File: src/rtl/nmr_bstrm_gate_drv.sv
// ---------------------------------------------------------------------------
// nmr_bstrm_gate_drv
//
// Converts the NMR bitstream sequencer's polarity stream and run status into
// the two non-overlapping H-bridge gate drives of the transmit coil driver.
// Every polarity change passes through a dead period with both gates low.
// A receiver enable opens after a programmable ring-down delay once the
// transmitter is off.
//
// Optional feature (compile-time macro NMR_GATE_DRV_PWFAULT_EN):
//   defined   - sticky FAULT flags polarity pulses that end while still in
//               the dead period (pulse shorter than the dead time).
//   undefined - FAULT is tied low; gate behaviour is unchanged.
//
// Parameters:
//   DT_WIDTH   width of the dead-time value
//   RD_WIDTH   width of the ring-down value
//
// Ports:
//   CLK        system clock, the only clock
//   RST        synchronous, active-high reset
//   BSTRM_IN   polarity bit: 1 selects leg P, 0 selects leg N
//   BSTRM_EN   high while the sequencer is running
//   DEADTIME   dead-time cycles (0 behaves as 1), static while BSTRM_EN high
//   RINGDOWN   cycles from both gates low to RX_EN
//   GATE_P     leg P gate drive
//   GATE_N     leg N gate drive
//   RX_EN      receiver enable
//   FAULT      sticky short-pulse fault
//
// States:
//   state    | meaning
//   ---------+----------------------------------------------------------
//   ST_IDLE  | transmitter off, gates low, ring-down counter running
//   ST_DEAD  | gates low, dead timer counting toward the latched target
//   ST_DRV_P | leg P driven
//   ST_DRV_N | leg N driven
// ---------------------------------------------------------------------------
module nmr_bstrm_gate_drv #(
    parameter int DT_WIDTH = 8,
    parameter int RD_WIDTH = 16
) (
    input  logic                CLK,
    input  logic                RST,
    input  logic                BSTRM_IN,
    input  logic                BSTRM_EN,
    input  logic [DT_WIDTH-1:0] DEADTIME,
    input  logic [RD_WIDTH-1:0] RINGDOWN,
    output logic                GATE_P,
    output logic                GATE_N,
    output logic                RX_EN,
    output logic                FAULT
);

    typedef enum logic [1:0] {
        ST_IDLE  = 2'd0,
        ST_DEAD  = 2'd1,
        ST_DRV_P = 2'd2,
        ST_DRV_N = 2'd3
    } state_t;

    localparam logic [DT_WIDTH-1:0] DT_ONE = DT_WIDTH'(1);
    localparam logic [RD_WIDTH-1:0] RD_ONE = RD_WIDTH'(1);
    localparam logic [RD_WIDTH-1:0] RD_MAX = '1;

    state_t                state_q, state_d;
    logic                  in_q, en_q;
    logic [DT_WIDTH-1:0]   dt_cnt_q, dt_cnt_d;
    logic                  target_q, target_d;
    logic [RD_WIDTH-1:0]   rd_cnt_q, rd_cnt_d;
    logic                  rx_en_q, rx_en_d;
    logic [DT_WIDTH-1:0]   dt_eff;

    // A programmed dead time of zero still gives one full cycle with both
    // gates low, so the legs can never overlap.
    assign dt_eff = (DEADTIME == '0) ? DT_ONE : DEADTIME;

    always_comb begin
        state_d  = state_q;
        dt_cnt_d = dt_cnt_q;
        target_d = target_q;
        rd_cnt_d = rd_cnt_q;

        if (!en_q) begin
            // Transmitter off always wins. The ring-down count restarts on
            // the edge that enters IDLE and saturates while staying there.
            state_d = ST_IDLE;
            if (state_q == ST_IDLE) begin
                rd_cnt_d = (rd_cnt_q == RD_MAX) ? rd_cnt_q : rd_cnt_q + RD_ONE;
            end else begin
                rd_cnt_d = '0;
            end
        end else begin
            case (state_q)
                ST_IDLE: begin
                    state_d  = ST_DEAD;
                    dt_cnt_d = dt_eff;
                    target_d = in_q;
                    rd_cnt_d = '0;
                end
                ST_DEAD: begin
                    // A polarity change during the dead period restarts it;
                    // this takes priority over timer expiry so a pulse that
                    // ends on the last dead cycle never reaches a gate.
                    if (in_q != target_q) begin
                        target_d = in_q;
                        dt_cnt_d = dt_eff;
                    end else if (dt_cnt_q <= DT_ONE) begin
                        state_d = target_q ? ST_DRV_P : ST_DRV_N;
                    end else begin
                        dt_cnt_d = dt_cnt_q - DT_ONE;
                    end
                end
                ST_DRV_P: begin
                    if (!in_q) begin
                        state_d  = ST_DEAD;
                        dt_cnt_d = dt_eff;
                        target_d = 1'b0;
                    end
                end
                ST_DRV_N: begin
                    if (in_q) begin
                        state_d  = ST_DEAD;
                        dt_cnt_d = dt_eff;
                        target_d = 1'b1;
                    end
                end
                default: begin
                    state_d = ST_IDLE;
                end
            endcase
        end

        // Registered so that RX_EN is low during and right after reset,
        // while keeping the same edge as a decode of the next state.
        rx_en_d = (state_d == ST_IDLE) && (rd_cnt_d >= RINGDOWN);
    end

    always_ff @(posedge CLK) begin
        if (RST) begin
            state_q  <= ST_IDLE;
            in_q     <= 1'b0;
            en_q     <= 1'b0;
            dt_cnt_q <= '0;
            target_q <= 1'b0;
            rd_cnt_q <= '0;
            rx_en_q  <= 1'b0;
        end else begin
            state_q  <= state_d;
            in_q     <= BSTRM_IN;
            en_q     <= BSTRM_EN;
            dt_cnt_q <= dt_cnt_d;
            target_q <= target_d;
            rd_cnt_q <= rd_cnt_d;
            rx_en_q  <= rx_en_d;
        end
    end

    // Gates are pure decodes of the registered state: only one of the two
    // states can be active, so the legs are exclusive by construction.
    assign GATE_P = (state_q == ST_DRV_P);
    assign GATE_N = (state_q == ST_DRV_N);
    assign RX_EN  = rx_en_q;

`ifdef NMR_GATE_DRV_PWFAULT_EN
    logic fault_q, fault_d;

    // Set when the polarity flips again before the dead period ends;
    // cleared only by reset or by the start of a new sequence.
    always_comb begin
        fault_d = fault_q;
        if (en_q && (state_q == ST_IDLE)) begin
            fault_d = 1'b0;
        end else if (en_q && (state_q == ST_DEAD) && (in_q != target_q)) begin
            fault_d = 1'b1;
        end
    end

    always_ff @(posedge CLK) begin
        if (RST) begin
            fault_q <= 1'b0;
        end else begin
            fault_q <= fault_d;
        end
    end

    assign FAULT = fault_q;
`else
    assign FAULT = 1'b0;
`endif

endmodule

File: config.mk
export PLATFORM = sky130hd
export DESIGN_NAME = nmr_bstrm_gate_drv
export DESIGN_NICKNAME = d
export VERILOG_FILES = /design/src/rtl/nmr_bstrm_gate_drv.sv
export SDC_FILE = /design/constraint.sdc
export NUM_CORES = 1
export LEC_CHECK = 0
export CORE_MARGIN = 4
export CORE_UTILIZATION = 46
export CTS_BUF_LIST = sky130_fd_sc_hd__clkbuf_4
export DETAILED_ROUTE_END_ITERATION = 8
export PLACE_DENSITY = 0.75
export SYNTH_ARGS = -nofsm -noshare
export SYNTH_HDL_FRONTEND = slang
export SYNTH_SLANG_ARGS = --single-unit
File: constraint.sdc
create_clock -name CLK -period 9 [get_ports CLK]
set_input_delay 2.25 -clock CLK [delete_from_list [all_inputs] [get_ports CLK]]
set_output_delay 2.25 -clock CLK [all_outputs]
set_load 0.03 [all_outputs]
-- Word-level counts from Yosys, hierarchy flattened
Index checks and enable logic that the tools add are counted.
- RAM bits: 0
- memory bits (read-only): 0
- input port bits: 28
- memories: 0
- flip-flop bits (word level): 30
- logic and storage cells: 47
- bits in latches: 0
- output and inout port bits: 4
- div/mod/pow operators: 0
- muxes and demuxes: 21
- add/sub/neg operators: 2
- reduce and logical (&&, ||, !) cells: 6
- equal/unequal tests: 9
- multiply operators: 0
- shift operators: 0
- order comparisons: 2
- bitwise gates (word level): 0
- operators with widths (cell ; number):
    16-bit 2-to-1 mux ; 4
    8-bit 2-to-1 mux ; 5
    8-bit case mux with 4 select lines ; 1
    16-bit by 1-bit adder with 16-bit output, second input constant ; 1
    16-bit equality test, second input constant ; 1
    16-bit >= comparator ; 1
    2-bit 2-to-1 mux ; 5
    8-bit by 1-bit less-or-equal comparator with 1-bit output, second input constant ; 1
    8-bit logical NOT ; 1
    2-bit case mux with 4 select lines ; 1
    4-bit AND reduction ; 2
    8-bit by 1-bit subtractor with 8-bit output, second input constant ; 1
    2-bit equality test, second input constant ; 2
    2-bit logical NOT ; 2
    1-bit 2-to-1 mux ; 4
    2-bit inequality test, second input constant ; 2
    1-bit case mux with 4 select lines ; 1
    3-bit inequality test, second input constant ; 1
    2-bit by 1-bit equality test with 1-bit output, second input constant ; 1
    2-bit by 1-bit inequality test with 1-bit output, second input constant ; 1
    1-bit logical AND ; 1
    1-bit inequality test ; 1

-- Depth between registers and ports, before layout
- depth in word-level cells: 7
- depth in mapped cells: 12
- gate-level depth less buffers: 12

-- Least setup slack after synthesis
Ideal clock, no wire load.
- kind: input port to flip-flop
- start point: input port RINGDOWN[3]
- end point: register rx_en_q (netlist: RX_EN)
- path buffers: 0
- setup slack: 5384 ps
- stages: 7
- arrival time: 3494 ps
- data required time: 8878 ps
- setup time: 122 ps
- cells stage by stage: inv_1 -> ha_1 -> a2111oi_0 -> o21ai_0 -> o2111ai_1 -> a211oi_1 -> o311a_1
- word-level cells in the longest chain between the ends: 2
- ends and longest elaborated chain (element ; line ; RTL):
    start: declaration ; 48 ; input logic [RD_WIDTH-1:0] RINGDOWN,
    16-bit >= comparator ; 136 ; rx_en_d = (state_d == ST_IDLE) && (rd_cnt_d >= RINGDOWN);
    1-bit logical AND ; 136 ;
    end signal: assignment ; 155 ; rx_en_q <= rx_en_d;
    end: declaration ; 71 ; logic rx_en_q, rx_en_d;
No other way between the ends.
A chain may end at the register's enable or synchronous reset.

-- Worst setup path after layout
- start point: register state_q[1]
- end point: output port GATE_P
- word-level cells in the longest chain between the ends: 1
- ends and longest elaborated chain (element ; line ; RTL):
    start: declaration ; 66 ; state_t state_q, state_d;
    start signal: assignment ; 149 ; state_q <= state_d;
    2-bit equality test ; 161 ; assign GATE_P = (state_q == ST_DRV_P);
    end: declaration ; 49 ; output logic GATE_P,
No other way between the ends.

==> flow_summary_export.csv <==
group,metric,value,unit
power_and_ir_drop,switching_share,26.43,%
sta,finalSetupViolCount,0,
clock_tree,cts_sinks,30,
synthesis,synth-main-ff-cell,"dfxtp_1",
clock_tree,cts_buffers,5,
synthesis,ys_top_cells_by_count,"36 x nor2_1, 30 x dfxtp_1, 22 x inv_1, 19 x ha_1, 17 x nand2_1",
synthesis,synthTopCellsByArea,"dfxtp_1 28%, ha_1 11%, nor2_1 6.2%",
floorplan,die-height,76.74,um
critical_path,required,6.75,ns
synthesis,synth_cell_types,53,
sta,whs,0.5184,ns
power_and_ir_drop,p_int,221.0,uW
critical_path,r2r-start,"rd_cnt_q[1]",
critical_path,crit_chain,"nor2b_1 -> clkdlybuf4s50_1",
floorplan,die-area,5888,um2
run,cap_violations,0,
clock_tree,h-tree-depth,2,
synthesis,synth_top_area_cell,"dfxtp_1",
power_and_ir_drop,p_per_area,118.2,nW/um2
power_and_ir_drop,switchingPower,79.39,uW
global_routing,antenna_found_initial,0,
clock_tree,postCtsSetupBuffers,0,
power_and_ir_drop,comb_power_share,17.7,%
routing,ant_nets,0,
clock_tree,cts-resized-gates,0,
cells_and_area,antenna_cells,0,
synthesis,synth_cells,278,
cells_and_area,layout-drive-gt1-share,7.213,%
clock_tree,holdBufCountCts,0,
cells_and_area,nFillCells,450,
sta,period_needed,4.073,ns
critical_path,cp-end-kind,"output pin",
floorplan,placeableCoreArea,4474,um2
power_and_ir_drop,power.share.sequential,47.2,%
synthesis,synth_enable_flop_cells,0,
sta,max_clock_freq,245.5,MHz
power_and_ir_drop,p_total,300.4,uW
clock_tree,clk_pin_slew,0.11,ns
worst_hold_path,worst_hold_path_type,"register to register",
synthesis,post_synth.cell_area_avg,7.818,um2
power_and_ir_drop,p_leak,1.058,nW
critical_path,critPathKind,"register to output pin",
critical_path,cpPeakStageDelay,0.72,ns
clock_tree,cts_tree,"yes",
sta,slew_headroom,47.04,%
routing,via_per_inst,5.759,
synthesis,synth_top_area_share,27.63,%
global_routing,overflow,0,
floorplan,rows,24,
floorplan,die_x,76.74,um
sta,finalHoldViolations,0,
synthesis,seq_area_frac_synth,27.63,%
sta,tightest_slew,0.7919,ns
critical_path,arrival,1.82,ns
critical_path,cp-start-kind,"register",
placement,io_buffer_count,30,
synthesis,synth-seq-cells,30,
clock_tree,cts_root_buffer,"clkbuf_4",
routing,wire_per_inst,13.39,um
routing,drtIter0Drc,131,
global_routing,grt_pass1_vias,1845,
critical_path,critPathLaunch,"state_q[1]",
worst_hold_path,min-delay-start,"dt_cnt_q[7]",
synthesis,synth_area,2173,um2
power_and_ir_drop,peakVddDrop,88.50,uV
global_routing,grt_pass1_wl,8.176,mm
sta,fin_crit_sh,45.25,%
synthesis,async_flop_share,0,%
routing,via_count,2056,
sta,skew,0.01991,ns
power_and_ir_drop,clkPwrFrac,35.1,%
routing,firstDrtPassIters,4,
synthesis,syn_nets,325,
critical_path,cp_max_fo,10,
placement,gp_congestion,0.8928,
placement,dp_hpwl,3.693,mm
synthesis,yosysWarnings,0,
cells_and_area,syn_to_final_growth,16.93,%
cells_and_area,finalNetCount,351,
clock_tree,clock_latency,0.33,ns
global_routing,grtUsageTotal,16.72,%
floorplan,ios,32,
routing,wl,4.781,mm
sta,drv_slew,0,
global_routing,grt_start_max_net_pins,21,
clock_tree,cts_max_path_buffers,2,
sta,finalSetupTns,0,ns
routing,drc,0,
floorplan,initial_core_util,48.57,%
outcome,status,"finished, final reports clean",
critical_path,critPathSlowestCell,"clkdlybuf4s50_1",
sta,rsz0062_at_grt,"no",
synthesis,synthMostInstantiatedCell,"nor2_1",
## power by group through the flow
stage | Clock (mW) | Combinational, mW | Sequential [mW]
2_1_floorplan | 0 | 0.0364 | 0.143
4_1_cts | 0.107 | 0.0533 | 0.142
3_5_place_dp | 0 | 0.0528 | 0.145
6_report | 0.106 | 0.0531 | 0.142
3_3_place_gp | 0 | 0.0521 | 0.145
5_1_grt | 0.114 | 0.0599 | 0.143
## final timing paths
check / to / slack, ns / cells past startpoint
worst min register to register: dt_cnt_q[7] / 0.52 / 2
worst max register to register: RX_EN / 5.68 / 12
worst max-delay path: GATE_P / 4.93 / 2
worst min-delay path: dt_cnt_q[7] / 0.52 / 2
## layout by cell type, fill, tap and decap left out, drive strengths merged, types with 3 or more instances in the layout
| cell type | Yosys | layout |
|---|---|---|
| clkdlybuf4s50 | 0 | 30 |
| a21o | 3 | 3 |
| nand2 | 17 | 17 |
| or4 | 4 | 4 |
| and4 | 4 | 4 |
| a211oi | 4 | 4 |
| dfxtp | 30 | 30 |
| nor4 | 6 | 6 |
| a2bb2oi | 3 | 3 |
| and2 | 5 | 5 |
| nor3 | 6 | 6 |
| a21oi | 17 | 17 |
| clkbuf | 7 | 5 |
| inv | 22 | 22 |
| or3 | 4 | 4 |
| ha | 19 | 19 |
| xnor2 | 4 | 4 |
| mux2i | 5 | 5 |
| xor2 | 6 | 6 |
| a31oi | 4 | 4 |
| nor2b | 3 | 3 |
| nand3 | 8 | 8 |
| nor2 | 36 | 36 |
| o211ai | 6 | 6 |
| nand4 | 12 | 12 |
| o21ai | 17 | 17 |
## logic make-up (layout without fill, tap and decap cells)
group	Yosys count	after routing	synth area share [%]
buf+inv	33	60	7.253
other cells	1	1	0.1725
mux	5	5	2.303
fa+ha+maj	19	19	10.94
compound gates	65	65	19.86
flops	30	30	27.63
xor+xnor	10	10	4.030
simple gates	115	115	27.81
## sequential cells by signal, summed over array words and instances, names as in the netlist
register	flops
rd_cnt_q	16
dt_cnt_q	8
state_q	2
RX_EN	1
en_q	1
in_q	1
target_q	1
## worst max-delay path: cells and delay by family (launching register included)
family | cells | cell delay, ns
flops | 1 | 0.49
simple gates | 1 | 0.28
buf+inv | 1 | 0.72
## area by class of cell
cell class	instances	area [um2]	share of cell area, %
repair buffers	30	300.3	11.82
flip-flops and latches	30	600.6	23.63
clock buffers	5	37.54	1.477
clock inverters	3	40.04	1.576
multi-input cells	215	1415	55.69
inverters	22	82.58	3.250
well taps	52	65.06	2.560
## through the flow
step | cells | cell area [um2] | util [%] | worst slack [ns]
floorplan | 278 | 2173 | - | 5.384
global placement | 349 | 2464 | 55.06 | 4.841
detailed placement | 349 | 2464 | 55.06 | 4.764
CTS | 357 | 2541 | 56.80 | 4.938
global route | 357 | 2541 | 56.80 | 4.842
finish | 357 | 2541 | 56.80 | 4.927
## layer usage
layer | GRT usage, % | vias up | routed length [um] | share of wire [%]
met5 | 0 | - | 0 | 0
met4 | 4.348 | 0 | 51 | 1.1
met3 | 3.864 | 6 | 249 | 5.2
met2 | 25.09 | 45 | 2097 | 44
met1 | 23.93 | 941 | 2382 | 50
li1 | - | 1064 | - | -
(Power assumes the default switching activity.)
